<file path="src/rtl/equeue_int.sv">
// Integer issue queue: age-ordered reservation station that snoops the CDB for pending
// operands and presents the oldest fully-ready entry to the integer issue unit.
module equeue_int #(
    parameter int unsigned DEPTH = 4
) (
    input  logic        clk,
    input  logic        reset,
    input  logic [3:0]  dispatch_opcode,
    input  logic        dispatch_en,
    output logic        dispatch_ready,
    input  logic [5:0]  dispatch_rdtag,
    input  logic [5:0]  dispatch_rstag,
    input  logic [5:0]  dispatch_rttag,
    input  logic [31:0] dispatch_rsdata,
    input  logic [31:0] dispatch_rtdata,
    input  logic        dispatch_rsvalid,
    input  logic        dispatch_rtvalid,
    input  logic [5:0]  cdb_tag,
    input  logic        cdb_valid,
    input  logic [31:0] cdb_data,
    output logic [3:0]  issueint_opcode,
    output logic [5:0]  issueint_rdtag,
    output logic [31:0] issueint_rsdata,
    output logic [31:0] issueint_rtdata,
    output logic        issueint_ready,
    input  logic        issueint_done
);

    typedef struct packed {
        logic        valid;
        logic [3:0]  opcode;
        logic [5:0]  rdtag;
        logic [5:0]  rstag;
        logic [5:0]  rttag;
        logic [31:0] rsdata;
        logic [31:0] rtdata;
        logic        rsvalid;
        logic        rtvalid;
    } entry_t;

    entry_t      q   [DEPTH];
    entry_t      nxt [DEPTH];
    entry_t      src [DEPTH+1];
    logic        sel_found;
    int unsigned sel_idx;
    logic        do_issue;
    logic        do_disp;
    logic        placed;

    always_comb begin : free_slot
        dispatch_ready = 1'b0;
        for (int unsigned i = 0; i < DEPTH; i++) begin
            if (!q[i].valid) dispatch_ready = 1'b1;
        end
    end

    always_comb begin : select
        sel_found       = 1'b0;
        sel_idx         = 0;
        issueint_opcode = '0;
        issueint_rdtag  = '0;
        issueint_rsdata = '0;
        issueint_rtdata = '0;
        for (int unsigned i = 0; i < DEPTH; i++) begin
            if (!sel_found && q[i].valid && q[i].rsvalid && q[i].rtvalid) begin
                sel_found       = 1'b1;
                sel_idx         = i;
                issueint_opcode = q[i].opcode;
                issueint_rdtag  = q[i].rdtag;
                issueint_rsdata = q[i].rsdata;
                issueint_rtdata = q[i].rtdata;
            end
        end
    end

    assign issueint_ready = sel_found;

    // Each slot first takes its compacted source, then snoops the CDB on the moved
    // contents, and finally the lowest slot still empty receives the dispatch.
    always_comb begin : next_state
        do_issue = sel_found && issueint_done;
        do_disp  = dispatch_en && dispatch_ready;
        placed   = 1'b0;
        for (int unsigned i = 0; i < DEPTH; i++) src[i] = q[i];
        src[DEPTH] = '0;
        for (int unsigned i = 0; i < DEPTH; i++) begin
            nxt[i] = (do_issue && i >= sel_idx) ? src[i+1] : src[i];
            if (nxt[i].valid && cdb_valid) begin
                if (!nxt[i].rsvalid && nxt[i].rstag == cdb_tag) begin
                    nxt[i].rsdata  = cdb_data;
                    nxt[i].rsvalid = 1'b1;
                end
                if (!nxt[i].rtvalid && nxt[i].rttag == cdb_tag) begin
                    nxt[i].rtdata  = cdb_data;
                    nxt[i].rtvalid = 1'b1;
                end
            end
            if (do_disp && !placed && !nxt[i].valid) begin
                placed         = 1'b1;
                nxt[i].valid   = 1'b1;
                nxt[i].opcode  = dispatch_opcode;
                nxt[i].rdtag   = dispatch_rdtag;
                nxt[i].rstag   = dispatch_rstag;
                nxt[i].rttag   = dispatch_rttag;
                nxt[i].rsvalid = dispatch_rsvalid ||
                                 (cdb_valid && cdb_tag == dispatch_rstag);
                nxt[i].rtvalid = dispatch_rtvalid ||
                                 (cdb_valid && cdb_tag == dispatch_rttag);
                nxt[i].rsdata  = (!dispatch_rsvalid && cdb_valid && cdb_tag == dispatch_rstag)
                                 ? cdb_data : dispatch_rsdata;
                nxt[i].rtdata  = (!dispatch_rtvalid && cdb_valid && cdb_tag == dispatch_rttag)
                                 ? cdb_data : dispatch_rtdata;
            end
        end
    end

    always_ff @(posedge clk) begin
        if (!reset) begin
            for (int unsigned i = 0; i < DEPTH; i++) q[i] <= '0;
        end else begin
            for (int unsigned i = 0; i < DEPTH; i++) q[i] <= nxt[i];
        end
    end

endmodule

</file>
<file path="config.mk">
export PLATFORM = sky130hd
export DESIGN_NAME = equeue_int
export DESIGN_NICKNAME = d
export VERILOG_FILES = /design/src/rtl/equeue_int.sv
export SDC_FILE = /design/constraint.sdc
export NUM_CORES = 1
export LEC_CHECK = 0
export CAP_MARGIN = 15
export CELL_PAD_IN_SITES_DETAIL_PLACEMENT = 1
export CELL_PAD_IN_SITES_GLOBAL_PLACEMENT = 1
export CORE_MARGIN = 5
export CORE_UTILIZATION = 43
export DETAILED_ROUTE_END_ITERATION = 12
export PLACE_DENSITY = 0.9
export SLEW_MARGIN = 25
export SYNTH_ARGS = -nofsm -noshare
export SYNTH_HDL_FRONTEND = slang
export SYNTH_SLANG_ARGS = --single-unit
export TNS_END_PERCENT = 5
</file>
<file path="constraint.sdc">
create_clock -name clk -period 3.2 [get_ports clk]
set_input_delay 0.64 -clock clk [delete_from_list [all_inputs] [get_ports clk]]
set_output_delay 0.64 -clock clk [all_outputs]
set_load 0.02 [all_outputs]
</file>
# Word-level counts from Yosys, hierarchy flattened
# Memory sizes are Yosys's and may differ from the RTL's.
# Index checks and enable logic that the tools add are counted.
dict set report totals {
  ramBits 356
  register_bits 0
  inputBits 131
  out_inout_bits 76
  word_cells 149
  memories 1
}
dict set report classes {
  n_bitwise 4
  mux 66
  n_eq_ne 10
  magnitude_cmp 4
  n_reduce_logical 64
}
# memory words word_bits rd rd_clocked_by_memory_dff write_ports line_no
set memory_table {}
lappend memory_table {q 4 89 4 0 4 41} ;# entry_t q [DEPTH];
# cell count
set op_table {}
lappend op_table {{$mux 89} 12}
lappend op_table {{$mux 32} 20}
lappend op_table {{$mux 66} 4}
lappend op_table {{$ge 1x32->1 const A} 2}
lappend op_table {{$ge 2x32->1 const A} 2}
lappend op_table {{$eq 6x6->1} 10}
lappend op_table {{$logic_and 1x1->1} 42}
lappend op_table {{$mux 6} 4}
lappend op_table {{$mux 1} 22}
lappend op_table {{$logic_not 1->1} 20}
lappend op_table {{$mux 4} 4}
lappend op_table {{$or 1x1->1} 4}
lappend op_table {{$logic_or 1x1->1} 2}

# Depth between registers and ports, before layout
# An unclocked memory read counts as a cell.
dict set report depth {
  depth_word 38
  ltp_mapped 12
  depth_no_buf 6
}

# Worst setup path after synthesis
# Ideal clock, no wire load.
dict set report synth_timing {
  kind {input -> register}
  start {in cdb_tag[1]}
  end {mem q[0][32] in the netlist's numbering}
  arrival_time_ns 2.535
  n_path_buf 4
  required_ns 3.058
  setup_time_ns 0.142
  cell_stages 9
  slack_ns 0.524
  cell_sequence {buf_2 -> buf_2 -> xnor2_1 -> nand4_1 -> nor4_4 -> buf_2 -> buf_4 -> mux2i_1 -> o221ai_1}
}
# element line_no
set synth_lines {}
lappend synth_lines {{from (decl)} 18} ;# input logic [5:0] cdb_tag,
lappend synth_lines {{to (decl)} 41}

==> reports/summary.md <==
The flow ran to the end, but the final reports show violations. The checks that failed: setup timing. The final route contains 26,900 vias. In the synthesized netlist, the number of instances is 2,740. In this run the worst path has a maximum fanout of 35.

The clock transition at the register clock pins on the worst setup and hold paths after CTS came out at 0.06 ns. For this design the ratio of total power to cell area is 424 nW/um^2. By area, the combinational part of the netlist is dominated by compound AO/OA/AOI/OAI gates. The type of element capturing the critical path is an output port. The tools report the number of H-tree levels as 2.

Grouping stages by cell kind, the critical path spends the most delay in compound AO/OA/AOI/OAI gates. The worst hold-check path type was flip-flop to flip-flop. For the headroom to the max-slew limit, the log shows 0.468. CTS placed an instance of sky130_fd_sc_hd__clkbuf_16 at the clock tree root. In this run, synthesis produced a sequential element count of 356. The prevailing post-synth register cell was sky130_fd_sc_hd__dfxtp_1.

In the final routed layout, each cell accounts on average for 31.5 um. For the number of hold violations in the final report, the log shows 0. The maximum clock frequency was 293 MHz; the final cycle utilization of the critical path was 1.07. Setup repair after global routing could not meet its margin everywhere. The setup slack after layout came out at -0.218 ns. The count of flip-flops with a built-in enable after synthesis was 0; the total count of max-transition violations in the final report was 0. Origin of the critical flop-to-flop path: q[2][75]. The total overflow left after global routing is 0.

The number of top-level pins came out at 207. For this block, the initial DRC count from the detailed router was 4,227. In this run the static leakage power is 9.59 nW.

The post-synthesis area per instance is 7.86 um^2. Share of synthesized registers carrying an async set or reset: 0. The adder-cell area share of the yosys netlist was 0; the floorplan die area was 54,700 um^2. Summing every instance area after synthesis gives 21,500 um^2. The site row count came out at 82. The via density per instance is 7.45. The number of global-route vias before repair is 28,000.

The largest registers in the layout are q x356. The initial cell density of the core was 0.432. The number of clock buffers inserted by TritonCTS is 42.

The count of unresolved DRC violations after routing was 0; the final HPWL from detailed placement was 67,900 um. The tools report the post-synthesis sequential area ratio as 0.331. The largest single stage delay on the critical path is 0.40 ns.

Entering global routing, the biggest net connects 69 pins. The number of flip-flops in the largest register came out at 356. At the later pin of the worst-skew pair, clock insertion delay measures 0.62 ns.

The number of failing setup endpoints in the final timing report was 63. The final layout net count came out at 3,031. The core region is 49,900 um^2. The startpoint identified for the worst hold timing path is q[3][83]. On the critical path, the stage with the largest delay is an instance of sky130_fd_sc_hd__a22oi_2.

The worst supply voltage drop on vdd was 0.354 mV. CTS saw 356 sinks. The pre-antenna-repair detailed-routing pass consisted of 7 iterations.

The clock passes through at most 3 buffers. The logs give 2,871 for the number of nets in the synthesized netlist and 0.942 for the final estimated routing congestion in global placement. The tools report the routed wire length as 114,000 um. Together, buffers and inverters on the worst path number 3. The time the worst path needs with I/O delays and setup was 3.42 ns; the initial antenna violation count was 2. TritonCTS built the clock tree. In this run the worst setup path begins at q[1][88]. The design draws 11.6 mW.

The tools report the kind of launch point of the worst setup path as a flip-flop. The critical path goes through and3_4, buf_4, buf_12, a22oi_2, nor2_1, a221o_2, clkdlybuf4s15_1. The type of the worst setup path was flip-flop to output port. Across the run, the number of max-cap violations was 0. Counting flops per register, the top entry is q. For the final database, setup skew stands at 0.0287 ns.

The fraction of synthesized area in multiplexers was 0.0860. In this run the vertical extent of the chip is 234 um. The area growth from synthesis to layout is 27.1%.

The synthesized-area fraction occupied by xor and xnor cells is 0.0187. The number of warning messages in the yosys log was 0. The share of cells above drive strength 1 works out to 0.160.

The actual slew at the worst max-slew pin came out at 0.793 ns. The filler cells instantiated in the layout total 5,850. The share of the synthesized area in compound gates (AO/OA/AOI/OAI) is 0.303, and the total of buffers placed on input and output ports is 206. The critical path data required time came out at 2.56 ns.

Data arrives at the worst endpoint at 2.78 ns. The first-pass GRT wire length was 163,000 um; the final sum of negative setup slack was -4.85 ns. Yosys mapped the design onto 74 distinct sky130hd cell types. The run gives 0.376 as the total routing resource utilization after global routing.

The count of nets left with antenna violations once routing finished came out at 0. The simple-gate share of the synthesized area was 0.191. The die is 234 um wide.
## final cells by class
type | count | area [um^2] | share of cell area
Multi-Input combinational cell | 2024 | 13100 | 0.478
Sequential cell | 356 | 7140 | 0.261
Timing Repair Buffer | 436 | 4720 | 0.172
Clock buffer | 59 | 1270 | 0.0463
Tap cell | 672 | 841 | 0.0307
Clock inverter | 18 | 169 | 0.00617
Inverter | 40 | 153 | 0.00558
Antenna cell | 1 | 2.50 | 0.0000914
## synth_stat cells, types with 3 or more instances
master	number	area share
sky130_fd_sc_hd__a2111oi_2	7	0.0049
sky130_fd_sc_hd__nand3_1	103	0.024
sky130_fd_sc_hd__and3_1	11	0.0032
sky130_fd_sc_hd__o221ai_1	47	0.019
sky130_fd_sc_hd__a211o_1	5	0.0020
sky130_fd_sc_hd__a21oi_1	115	0.027
sky130_fd_sc_hd__a211oi_1	35	0.012
sky130_fd_sc_hd__mux2i_1	124	0.058
sky130_fd_sc_hd__nor2b_1	19	0.0055
sky130_fd_sc_hd__inv_1	39	0.0068
sky130_fd_sc_hd__mux2_2	53	0.028
sky130_fd_sc_hd__or2_2	3	0.00087
sky130_fd_sc_hd__a2111oi_0	3	0.0012
sky130_fd_sc_hd__nand4b_1	4	0.0016
sky130_fd_sc_hd__a221oi_2	30	0.021
sky130_fd_sc_hd__o211ai_1	46	0.016
sky130_fd_sc_hd__xor2_1	22	0.0089
sky130_fd_sc_hd__buf_2	40	0.0093
sky130_fd_sc_hd__o21ai_0	158	0.037
sky130_fd_sc_hd__dfxtp_1	356	0.33
sky130_fd_sc_hd__a22oi_1	75	0.026
sky130_fd_sc_hd__buf_1	19	0.0033
sky130_fd_sc_hd__o311ai_0	40	0.016
sky130_fd_sc_hd__a2111oi_1	3	0.0014
sky130_fd_sc_hd__nand2b_1	4	0.0012
sky130_fd_sc_hd__or3_1	15	0.0044
sky130_fd_sc_hd__o21ai_1	14	0.0033
sky130_fd_sc_hd__a311oi_1	104	0.042
sky130_fd_sc_hd__a221o_1	74	0.034
sky130_fd_sc_hd__a31oi_1	55	0.016
sky130_fd_sc_hd__a221oi_1	5	0.0020
sky130_fd_sc_hd__clkbuf_1	239	0.042
sky130_fd_sc_hd__nor2_1	244	0.043
sky130_fd_sc_hd__nand2_1	425	0.074
sky130_fd_sc_hd__a21o_1	12	0.0042
sky130_fd_sc_hd__xnor2_1	24	0.0098
sky130_fd_sc_hd__buf_4	9	0.0031
sky130_fd_sc_hd__buf_6	11	0.0058
sky130_fd_sc_hd__and2_1	3	0.00087
sky130_fd_sc_hd__nor3_1	28	0.0065
sky130_fd_sc_hd__o311ai_1	18	0.0073
sky130_fd_sc_hd__nand4_1	42	0.012
sky130_fd_sc_hd__nor4_1	18	0.0052
## cell usage in the layout (no fill, tap or decap), drive strengths merged, types with 4 or more instances in the layout
master         instances
dfxtp                356
a211oi                37
nand2                425
mux2                  53
a21o                  12
inv                   43
o221ai                47
a211o                  5
nand4b                 4
a22oi                 75
a21oi                116
or3                   15
nand4                 43
buf                  233
clkinv                12
nor4                  20
o211ai                46
clkdlybuf4s50        130
a221oi                35
nor3                  29
xor2                  22
clkdlybuf4s15         19
a311oi               105
and3                  12
xnor2                 24
nor2                 245
o311ai                60
nor2b                 19
nand3                103
a2111oi               13
a31oi                 55
dlygate4sd2           38
o21ai                172
mux2i                125
nand2b                 4
a221o                 74
clkbuf                74
## per-layer routing
metal / vias to the layer above / part of all wire / track usage
li1: 10600 / - / -
met1: 12900 / 0.35 / 0.437
met2: 2540 / 0.45 / 0.606
met3: 856 / 0.12 / 0.0885
met4: 4 / 0.084 / 0.275
met5: - / 0.00029 / 0
## worst reg2reg max path: cells and delay by family, from the launching register on
| kind | cells | cell delay [ns] |
|---|---|---|
| XOR/XNOR | 1 | 0.19 |
| flip-flops | 1 | 0.34 |
| AO/OA/AOI/OAI | 5 | 2.09 |
| buffers and inverters | 1 | 0.27 |
## metrics by stage
step	util	cell area (um^2)	cells	setup WS [ns]	hold WS, ns
final	0.549	27400	3606	-0.218	0.490
after global placement	0.518	25800	3518	-0.217	0.468
after floorplan	-	21500	2740	0.524	0.459
after detailed placement	0.518	25800	3518	-0.371	0.480
after CTS	0.546	27200	3597	0.0000551	0.489
after global routing	0.549	27400	3605	-0.215	0.519
## repair_timing
item | CTS | global route
hold buffers | 0 | 0
gates resized for setup | 111 | 42
endpoints found under the hold margin | 0 | 0
gates cloned | 0 | 3
setup buffers | 2 | 4
endpoints found under the setup margin | 73 | 74
pin swaps | 3 | 2
## worst paths after layout
path         cells past startpoint  slack, ns                  end
min reg2reg                      2       0.49             q[3][83]
max                              7      -0.22  issueint_rsdata[31]
min                              2       0.49             q[3][83]
max reg2reg                      7       0.16             q[1][65]
## cells by family after synthesis
family	after synthesis
flip-flops	356
AND/OR/NAND/NOR	935
buffers and inverters	360
AO/OA/AOI/OAI	865
XOR/XNOR	46
multiplexers	178
## power breakdown
part	switching (mW)	internal (mW)	leakage [nW]
Sequential	0.163	4.61	2.90
Combinational	1.00	0.619	5.97
Clock	2.27	2.94	0.721
No activity file was read; power rests on OpenSTA's default activity.
